## config.mk

```make
export PLATFORM = sky130hd
export DESIGN_NAME = branch_resolve_queue
export DESIGN_NICKNAME = d
export VERILOG_FILES = /design/src/rtl/branch_resolve_queue.sv
export SDC_FILE = /design/constraint.sdc
export NUM_CORES = 1
export LEC_CHECK = 0
export BUFFER_PORTS_ARGS = -buffer_cell sky130_fd_sc_hd__buf_4
export CAP_MARGIN = 0
export CORE_MARGIN = 10
export CORE_UTILIZATION = 40
export DETAILED_ROUTE_END_ITERATION = 16
export HOLD_SLACK_MARGIN = 0.08
export SYNTH_ARGS = -nofsm -noshare
export SYNTH_HDL_FRONTEND = slang
export SYNTH_SLANG_ARGS = --single-unit
```

## constraint.sdc

```tcl
create_clock -name clk -period 8 [get_ports clk]
set_clock_uncertainty 0.2 [all_clocks]
set_input_delay 1.6 -clock clk [delete_from_list [all_inputs] [get_ports clk]]
set_output_delay 1.6 -clock clk [all_outputs]
set_load 0.02 [all_outputs]
```

## src/rtl/branch_resolve_queue.sv

```systemverilog
// In-order queue of fetch-time branch predictions, matched against execute outcomes
// to produce registered predictor training pulses and mispredict flushes.
module branch_resolve_queue #(
    parameter int p_depth    = 4,
    parameter int p_pc_nbits = 32
) (
    input  logic                      clk,
    input  logic                      reset,
    input  logic                      pred_val,
    output logic                      pred_rdy,
    input  logic [p_pc_nbits-1:0]     pred_pc,
    input  logic                      pred_taken,
    input  logic                      resolve_val,
    output logic                      resolve_rdy,
    input  logic                      resolve_taken,
    input  logic                      squash,
    output logic                      update_en,
    output logic                      update_val,
    output logic [p_pc_nbits-1:0]     update_pc,
    output logic                      mispredict,
    output logic [$clog2(p_depth):0]  count,
    output logic [15:0]               mispred_count
);

    localparam int unsigned AW = $clog2(p_depth);
    localparam int unsigned CW = AW + 1;

    logic [p_pc_nbits-1:0] mem_pc    [p_depth];
    logic                  mem_taken [p_depth];
    logic [AW-1:0]         head;
    logic [AW-1:0]         tail;

    logic enq;
    logic deq;
    logic mis;
    logic flush;
    logic [p_pc_nbits-1:0] head_pc;
    logic                  head_taken;

    assign pred_rdy    = (count != CW'(p_depth));
    assign resolve_rdy = (count != '0);

    always_comb begin
        enq        = pred_val && pred_rdy;
        deq        = resolve_val && resolve_rdy;
        head_pc    = mem_pc[head];
        head_taken = mem_taken[head];
        mis        = deq && (head_taken != resolve_taken);
        flush      = mis || squash;
    end

    // A flush drops every entry and any same-cycle enqueue; the resolve itself still retires.
    always_ff @(posedge clk or posedge reset) begin
        if (reset) begin
            head  <= '0;
            tail  <= '0;
            count <= '0;
            for (int unsigned i = 0; i < p_depth; i++) begin
                mem_pc[i]    <= '0;
                mem_taken[i] <= 1'b0;
            end
        end else if (flush) begin
            head  <= tail;
            count <= '0;
        end else begin
            if (enq) begin
                mem_pc[tail]    <= pred_pc;
                mem_taken[tail] <= pred_taken;
                tail            <= tail + AW'(1);
            end
            if (deq) begin
                head <= head + AW'(1);
            end
            case ({enq, deq})
                2'b10:   count <= count + CW'(1);
                2'b01:   count <= count - CW'(1);
                default: count <= count;
            endcase
        end
    end

    always_ff @(posedge clk or posedge reset) begin
        if (reset) begin
            update_en     <= 1'b0;
            update_val    <= 1'b0;
            update_pc     <= '0;
            mispredict    <= 1'b0;
            mispred_count <= '0;
        end else begin
            update_en  <= deq;
            update_val <= deq && resolve_taken;
            update_pc  <= deq ? head_pc : '0;
            mispredict <= mis;
            if (mis && (mispred_count != '1)) begin
                mispred_count <= mispred_count + 16'd1;
            end
        end
    end

endmodule

```

=== Word-level counts from Yosys, hierarchy flattened ===
Cells that the tools add are included.
Widths: inputs -> output; s select.

* Reductions and logical operators: 11
* Shift operators: 0
* $add $sub $neg: 5
* Multiplexer cells: 17
* Order comparisons: 3
* Eq/ne operators: 5
* Divide/modulo/power cells: 0
* Multipliers: 0
* Bitwise logic cells: 3

{| class="wikitable"
|+ Operators with widths
! cell !! number
|-
| $bwmux 128 || 1
|-
| $mux 32 || 4
|-
| $bmux 32 s2 || 1
|-
| $demux 32 s2 || 1
|-
| $add 16x1->16 const B || 1
|-
| $ne 16x16->1 const B || 1
|-
| $ge 3x3->1 const B || 2
|-
| $logic_and 1x1->1 || 6
|-
| $not 2->3 || 2
|-
| $pmux 3 s2 || 1
|-
| $reduce_bool 3->1 || 2
|-
| $add 2x1->2 const B || 2
|-
| $bwmux 4 || 1
|-
| $mux 2 || 2
|-
| $add 3x1->3 const B || 1
|-
| $lt 3x1->1 const B || 1
|-
| $mux 1 || 3
|-
| $mux 3 || 1
|-
| $ne 3x3->1 const B || 1
|-
| $sub 3x1->3 const B || 1
|-
| $bmux 1 s2 || 1
|-
| $demux 1 s2 || 1
|-
| $eq 2x1->1 const B || 1
|-
| $eq 2x2->1 const B || 1
|-
| 5 further kinds || 5
|}

* Latch bits: 0
* Output and inout port bits: 56
* Memories kept: 0
* ROM bits: 0
* Register bits after elaboration: 190
* Bits in writable memories: 0

=== Depth between registers and ports, before layout ===
Gate-level depths: netlist of the first run.

* Word-level depth: 9
* Mapped depth: 8

=== Least setup slack after synthesis of the first run ===
OpenSTA, ideal clock, no wires.

* Kind: input to register
* Start point: input resolve_taken
* End point: register mem_pc[0] (netlist name)
* Slack: 4.652 ns
* Library setup time: 0.125 ns
* Required time: 7.675 ns
* Data arrival time: 3.023 ns
* Stages on the path: 7
* Cell sequence: nor2b_1 mux2i_2 a311oi_4 and2_1 buf_6 buf_12 mux2_4

* Word-level cells in the longest chain between the ends: 5

{| class="wikitable"
|+ RTL lines
! element !! line !! RTL
|-
| start, declared || 15 || <nowiki>input logic resolve_taken,</nowiki>
|-
| $ne 1x1->1 || 48 || <nowiki>mis = deq && (head_taken != resolve_taken);</nowiki>
|-
| $logic_and 1x1->1 || 48 ||
|-
| $logic_or 1x1->1 || 49 || <nowiki>flush = mis || squash;</nowiki>
|-
| $not 1->1 (no source line) || -- ||
|-
| $reduce_and 2->1 (no source line) || -- ||
|-
| end signal, assigned by index || 67 || <nowiki>mem_pc[tail] <= pred_pc;</nowiki>
|-
| end, declared || 28 || <nowiki>logic [p_pc_nbits-1:0] mem_pc [p_depth];</nowiki>
|}

No other way between the ends.
A chain may end at the register's enable or synchronous reset.

=== Final worst setup path of the first run ===
* Start point: input resolve_val
* End point: register mem_pc[63] (netlist name)

* Word-level cells in the longest chain between the ends: 5

{| class="wikitable"
|+ RTL lines
! element !! line !! RTL
|-
| start, declared || 13 || <nowiki>input logic resolve_val,</nowiki>
|-
| $logic_and 1x1->1 || 45 || <nowiki>deq = resolve_val && resolve_rdy;</nowiki>
|-
| $logic_and 1x1->1 || 48 ||
|-
| $logic_or 1x1->1 || 49 ||
|-
| $not 1->1 (no source line) || -- ||
|-
| $reduce_and 2->1 (no source line) || -- ||
|}

No other way between the ends.

==> impl_metrics.ini, run 1 <==
[critical_path]
cp-start-kind = primary input
reg2reg_slack_ns = 4.34
reg2reg_from = head[1]$_DFFE_PP0P_
crit_arrival_ns = 3.99
r2r_cells = 6
worstPathRequired_ns = 8.11
crit_type = primary input to flip-flop
cp-end-kind = flip-flop
path_max_fanout = 43
rr_endpoint = mem_pc[63]$_DFFE_PP0P_

[sta]
rsz0062_at_grt = false
tns_ns = 0
period_minus_slack_ns = 3.88
max_freq_ghz = 0.258
hold_violations = 0
slew_headroom = 0.300
setup_viol = 0
worst_pin_slew_ns = 1.05
report.final.slew_viol_count = 0
finalCritPeriodShare = 0.485

[floorplanning]
die_area_um2 = 28200
core_area_um2 = 21700
start_util = 0.404
die_x_um = 168
io_pins = 95
row_count = 54
die-height_um = 168

[cts]
clkLatencyLatePin_ns = 0.43
cts_setup_buffers = 0
cts.clk_slew.worst_paths_ns = 0.06
htree_levels = 4
cts.path.max_buffers = 2
cts_buffers = 17
cts_tree = built
cts_root_buf = clkbuf_16
postCtsHoldBufs = 0
cts_resized = 0
clkSinkCount = 190

[grt]
antenna_found_initial = 0
grt_max_degree = 110
grtUsageTotal = 0.134
grt_overflow = 0
grt_pass1_wl_um = 30300
grt_pass1_vias = 5194

[pwr]
power.leakage_nw = 4.62
p_total_mw = 4.11
peakVddDrop_mv = 0.246
power.density_nw_per_um2 = 405

[cells_and_area]
drive_gt1_frac = 0.503
num-nets-final = 652
seqCellArea_um2 = 4760
instances_no_fill = 898
multiInputGateArea_um2 = 3640
fillers = 1840
diodes = 0
area_growth_pct = 15.8

[place]
dp_cells = 868
gp_congestion = 0.777
port_buffers = 94
place_hpwl_um = 11300

[synth]
ys_seq_area_frac = 0.543
syn_nets = 562
yosys_register_bits = 190
async_reset_ff_frac = 1.00
synth_area_um2 = 8760
syn_inst = 517
synth-edff-count = 0
ys_warn_count = 0
synth.avg_cell_area_um2 = 16.9
yosysUniqueCellTypes = 38
yosys_most_used_dff = dfrtp_1

[detailed_routing]
vias = 4561
routedWlPerCell_um = 20.4
ant_nets = 0
firstDrtPassIters = 4
wl_um = 18400
drt-initial-drc-count = 229
drc_errors = 0
via_per_inst = 5.08

[worst_hold_path]
min_from = mem_pc[95]$_DFFE_PP0P_
whs_endpoint = mem_pc[95]$_DFFE_PP0P_
hp-class = flip-flop to flip-flop
whs_path_depth = 1

[job]
drv_cap = 0

[status]
status = finished clean
stage by stage:
stage	util	setup slack (ns)	hold slack [ns]	area (µm²)
floorplan	-	1.03	0.275	8760
global placement	0.439	3.67	0.285	9530
detailed placement	0.439	3.60	0.290	9530
CTS	0.468	4.07	0.310	10100
global route	0.468	3.93	0.320	10100
finish	0.468	4.12	0.305	10100
cell families after synthesis:
kind of cell               Yosys count  synth area share
DFF                                190             0.543
muxes                              173             0.316
and+or+nand+nor                     81            0.0574
buffers and inverters               36            0.0426
xor gates and xnor gates            19            0.0190
AOI/OAI and AO/OA                   12            0.0130
adders and majority gates            6           0.00943
cells in the final DEF, fill, tap and decap left out, drive strengths merged:
| cell | n |
|---|---|
| a41oi | 1 |
| bufinv | 4 |
| fa | 1 |
| nor4 | 4 |
| o2bb2ai | 2 |
| nor2 | 6 |
| ha | 5 |
| clkinvlp | 4 |
| buf | 100 |
| clkbuf | 20 |
| a311oi | 1 |
| mux2 | 135 |
| or3 | 1 |
| a21oi | 3 |
| nand3 | 7 |
| clkinv | 1 |
| o21ai | 2 |
| mux2i | 6 |
| xnor2 | 17 |
| o22a | 1 |
| nand4 | 10 |
| nor2b | 2 |
| and3 | 3 |
| nand2 | 4 |
| dfrtp | 190 |
| mux4 | 32 |
| nor3 | 4 |
| or3b | 1 |
| o31ai | 1 |
| inv | 8 |
| and2 | 39 |
| a31oi | 1 |
| xor2 | 2 |
registers in the layout, indices dropped and copies added (netlist names):
signal	cells
count	3
mispred_count	16
update_pc	32
head	2
tail	2
mem_pc	128
update_val	1
mem_taken	4
mispredict	1
update_en	1
report_power, final:
| part | leakage (nW) | total [mW] | switching (mW) | internal (mW) |
|---|---|---|---|---|
| clock network | 0.285 | 0.893 | 0.364 | 0.529 |
| logic | 1.96 | 1.54 | 0.573 | 0.963 |
| registers | 2.37 | 1.68 | 0.296 | 1.39 |
| total | 4.62 | 4.11 | 1.23 | 2.88 |
area by class of cell:
cell class              instances  share of cell area
flip-flops and latches        190               0.469
multi-input cells             291               0.359
repair buffers                100              0.0740
clock buffers                  20              0.0440
well taps                     280              0.0345
clock inverters                10              0.0162
inverters                       7             0.00333
Yosys cell counts, types with 3 or more instances:
cell type	instances	share of area
a21oi_1	3	0.0017
and2_1	39	0.028
and3_1	3	0.0021
buf_12	12	0.027
buf_2	4	0.0023
buf_6	5	0.0064
clkbuf_1	7	0.0030
dfrtp_1	190	0.54
ha_1	5	0.0071
inv_1	7	0.0030
mux2_2	15	0.019
mux2_4	120	0.21
mux2i_1	4	0.0046
mux4_2	32	0.082
nand2_1	3	0.0013
nand3_1	7	0.0040
nand4_1	10	0.0071
nor2_1	6	0.0026
nor3_1	4	0.0023
xnor2_1	17	0.017
how the worst max path moves through the flow:
stage	from	end	slack (ns)
2_1_floorplan	reset	count[0]$_DFFE_PP0P_	1.03
3_3_place_gp	resolve_val	mem_pc[63]$_DFFE_PP0P_	3.67
3_5_place_dp	resolve_val	mem_pc[63]$_DFFE_PP0P_	3.60
4_1_cts	resolve_val	mem_pc[63]$_DFFE_PP0P_	4.07
5_1_grt	resolve_val	mem_pc[63]$_DFFE_PP0P_	3.93
6_report	resolve_val	mem_pc[63]$_DFFE_PP0P_	4.12
worst max-delay path, cell delays in order:
cell,delay (ns)
buf_4,0.12
o31ai_4,0.08
inv_2,0.39
a311oi_4,0.49
and2_2,0.33
buf_4,0.54
mux2_2,0.40
metal layers:
layer | vias up | track usage | share of wire
met5 | - | 0 | 0
li1 | 2029 | - | -
met4 | 0 | 0.0295 | 0.0078
met3 | 12 | 0.0412 | 0.045
met2 | 83 | 0.206 | 0.48
met1 | 2437 | 0.182 | 0.47
Note: power is estimated with default switching activity, not from simulation.
==> inputs of run 2 (changes only) <==
--- a/config.mk
+++ b/config.mk
@@ -5,6 +5,7 @@
 export SDC_FILE = /design/constraint.sdc
 export NUM_CORES = 1
 export LEC_CHECK = 0
+export ABC_AREA = 1
 export BUFFER_PORTS_ARGS = -buffer_cell sky130_fd_sc_hd__buf_4
 export CAP_MARGIN = 0
 export CORE_MARGIN = 10
==> constraint.sdc (replaced) <==
create_clock -name clk -period 3.4 [get_ports clk]
set_clock_uncertainty 0.2 [all_clocks]
set_input_delay 0.68 -clock clk [delete_from_list [all_inputs] [get_ports clk]]
set_output_delay 0.68 -clock clk [all_outputs]
set_load 0.02 [all_outputs]
==> run 2 against run 1 <==
Against the previous run: non-clock buffer count up 13; clock power grew 140%; design area decreased by 0.20%; core utilization grew 1.4 points; cell count up 58%; area after synthesis fell by 2.4%; count of clock-buffer cells in the layout fell by 1; global-route usage grew 3.2 points; register-to-register slack worse by 3.5 ns; flip-flop and latch count unchanged.
==> impl_metrics.ini, run 2 <==
[synth]
synth_area_um2 = 8550
yosys_most_used_dff = dfrtp_1
ys_seq_area_frac = 0.556
yosysMostFrequentCell = nand2_1
ys_warn_count = 0
synth_top_cell_area_share = 0.556
yosysUniqueCellTypes = 27
syn_inst = 1050
yosys-top-cells-area = dfrtp_1 (56%), nand2_1 (20%), nor2_1 (6.2%)
synth_area_leader_cell = dfrtp_1
synth.avg_cell_area_um2 = 8.14
yosys_register_bits = 190
ys_top_cells_by_count = nand2_1 (460), dfrtp_1 (190), nor2_1 (141), o21ai_0 (66), clkbuf_1 (35)
syn_nets = 1095
async_reset_ff_frac = 1.00
synth-edff-count = 0

[cts]
cts.clk_slew.worst_paths_ns = 0.07
cts_setup_buffers = 0
htree_levels = 4
postCtsHoldBufs = 0
cts.path.max_buffers = 2
cts_root_buf = clkbuf_16
cts_buffers = 17
clkSinkCount = 190
clkLatencyLatePin_ns = 0.43
cts_resized = 0
cts_tree = built

[pwr]
clockPowerShare = 0.231
p_sw_mw = 3.63
seqPwrFrac = 0.404
power.density_nw_per_um2 = 922
internal_power_mw = 5.70
p_total_mw = 9.33
power.leakage_nw = 5.36
switching_share = 0.389
peakVddDrop_mv = 0.345
p_comb_frac = 0.366

[floorplanning]
die_area_um2 = 27600
core_area_um2 = 21000
row_count = 53
start_util = 0.407
die_x_um = 166
die-height_um = 166
io_pins = 95

[place]
dp_slack_ns = 0.799
place_hpwl_um = 14000
dp_cells = 1386
gp_congestion = 0.794
postPlaceCellArea_um2 = 9490
port_buffers = 94

[critical_path]
cp_slowest_cell = nand2_1
cp-end-kind = flip-flop
crit_arrival_ns = 2.70
cp-start-kind = flip-flop
crit_path_frequent_cell = nand2_1
cp_cell_sequence = inv_2 > nand2_1 > nand3_2 > nand2_1 > nand2_1 > nand3_4 > inv_2 > nand2_1 > nand2_1 > nand2_1
slowest_delay_ns = 0.46
path_max_fanout = 27
crit_type = flip-flop to flip-flop
worstPathRequired_ns = 3.52

[cells_and_area]
largest_register_ffs = 128
mostFrequentLayoutCells = nand2_1 (460), dfrtp_1 (188), nor2_1 (141)
fillers = 2081
final_cell_area_um2 = 10100
regMostFlops = mem_pc
area_growth_pct = 18.3
instances_no_fill = 1418
reg_top3 = mem_pc: 128 flops, update_pc: 32 flops, mispred_count: 16 flops
diodes = 0
drive_gt1_frac = 0.141
finalCoreUtilization = 0.481
final_common_cell = nand2_1
num-nets-final = 1175

[grt]
grt_max_degree = 80
grt_pass1_wl_um = 37800
antenna_found_initial = 0
grt_pass1_vias = 6995
grtUsageTotal = 0.166
grt_overflow = 0

[sta]
finalHoldWorstSlack_ns = 0.0983
hold_violations = 0
finalCritPeriodShare = 0.759
rsz0062_at_grt = false
tns_ns = 0
period_minus_slack_ns = 2.58
slew_headroom = 0.570
max_freq_ghz = 0.388
worst_pin_slew_ns = 0.645
setup_slack_ns = 0.821
setup_viol = 0
report.final.slew_viol_count = 0

[worst_hold_path]
hp-class = primary input to async pin

[detailed_routing]
routedWlPerCell_um = 16.0
via_per_inst = 4.96
drt-initial-drc-count = 612
firstDrtPassIters = 5
vias = 7029
wl_um = 22700
ant_nets = 0
drc_errors = 0

[status]
status = finished clean

[job]
drv_cap = 0
run 2: cell types whose count changed after synthesis, sizes merged, moves of 25 or more:
cell,change
o21ai,+64
clkbuf,+28
nor2,+139
and2,-39
nand3,+25
a21oi,+30
mux4,-32
nand2,+457
mux2,-135
run 2: path summary, 6_finish.rpt:
check,startpoint,to,slack (ns),cells past startpoint
max reg2reg,head[0]$_DFFE_PP0P_,mispred_count[7]$_DFFE_PP0P_,0.82,10
max in group asynchronous,reset,mem_pc[74]$_DFFE_PP0P_,2.11,3
max,head[0]$_DFFE_PP0P_,mispred_count[7]$_DFFE_PP0P_,0.82,10
min reg2reg,mem_pc[18]$_DFFE_PP0P_,mem_pc[18]$_DFFE_PP0P_,0.28,2
min in group clk,pred_pc[23],mem_pc[55]$_DFFE_PP0P_,0.27,3
min,reset,update_en$_DFF_PP0_,0.1,2
run 2: metal layers:
| layer | global-route usage | vias to the layer above | share of wire |
|---|---|---|---|
| li1 | - | 3425 | - |
| met1 | 0.225 | 3400 | 0.47 |
| met2 | 0.261 | 190 | 0.46 |
| met3 | 0.0355 | 14 | 0.060 |
| met4 | 0.0443 | 0 | 0.0085 |
| met5 | 0 | - | 0 |
run 2: final cells by class:
type                       instances  area [µm²]  share of cell area
sequential                       190        4760               0.470
multi-input combinational        777        3380               0.334
timing repair buffer             113         886              0.0875
clock buffer                      19         443              0.0438
tap                              275         344              0.0340
clock inverter                    13         188              0.0185
inverter                          31         120              0.0119
run 2: worst max-delay path, delay by kind of cell, from the launching register on:
kind	cells	cell delay [ns]
buffers and inverters	2	0.64
DFF	1	0.41
and+or+nand+nor	8	1.21
run 2: cell families after synthesis:
family / share of synthesized area
xor+xnor: 0.0184
buf+inv: 0.0484
simple gates: 0.309
flops: 0.556
fa+ha+maj: 0.00966
compound gates: 0.0587
run 2: power by group through the flow:
stage / Clock [mW] / Combinational, mW / Sequential [mW]
after global placement: 0 / 3.38 / 3.79
after floorplan: 0 / 2.24 / 3.86
after global routing: 2.29 / 3.87 / 3.89
final: 2.15 / 3.41 / 3.77
after CTS: 2.19 / 3.45 / 3.77
after detailed placement: 0 / 3.44 / 3.79
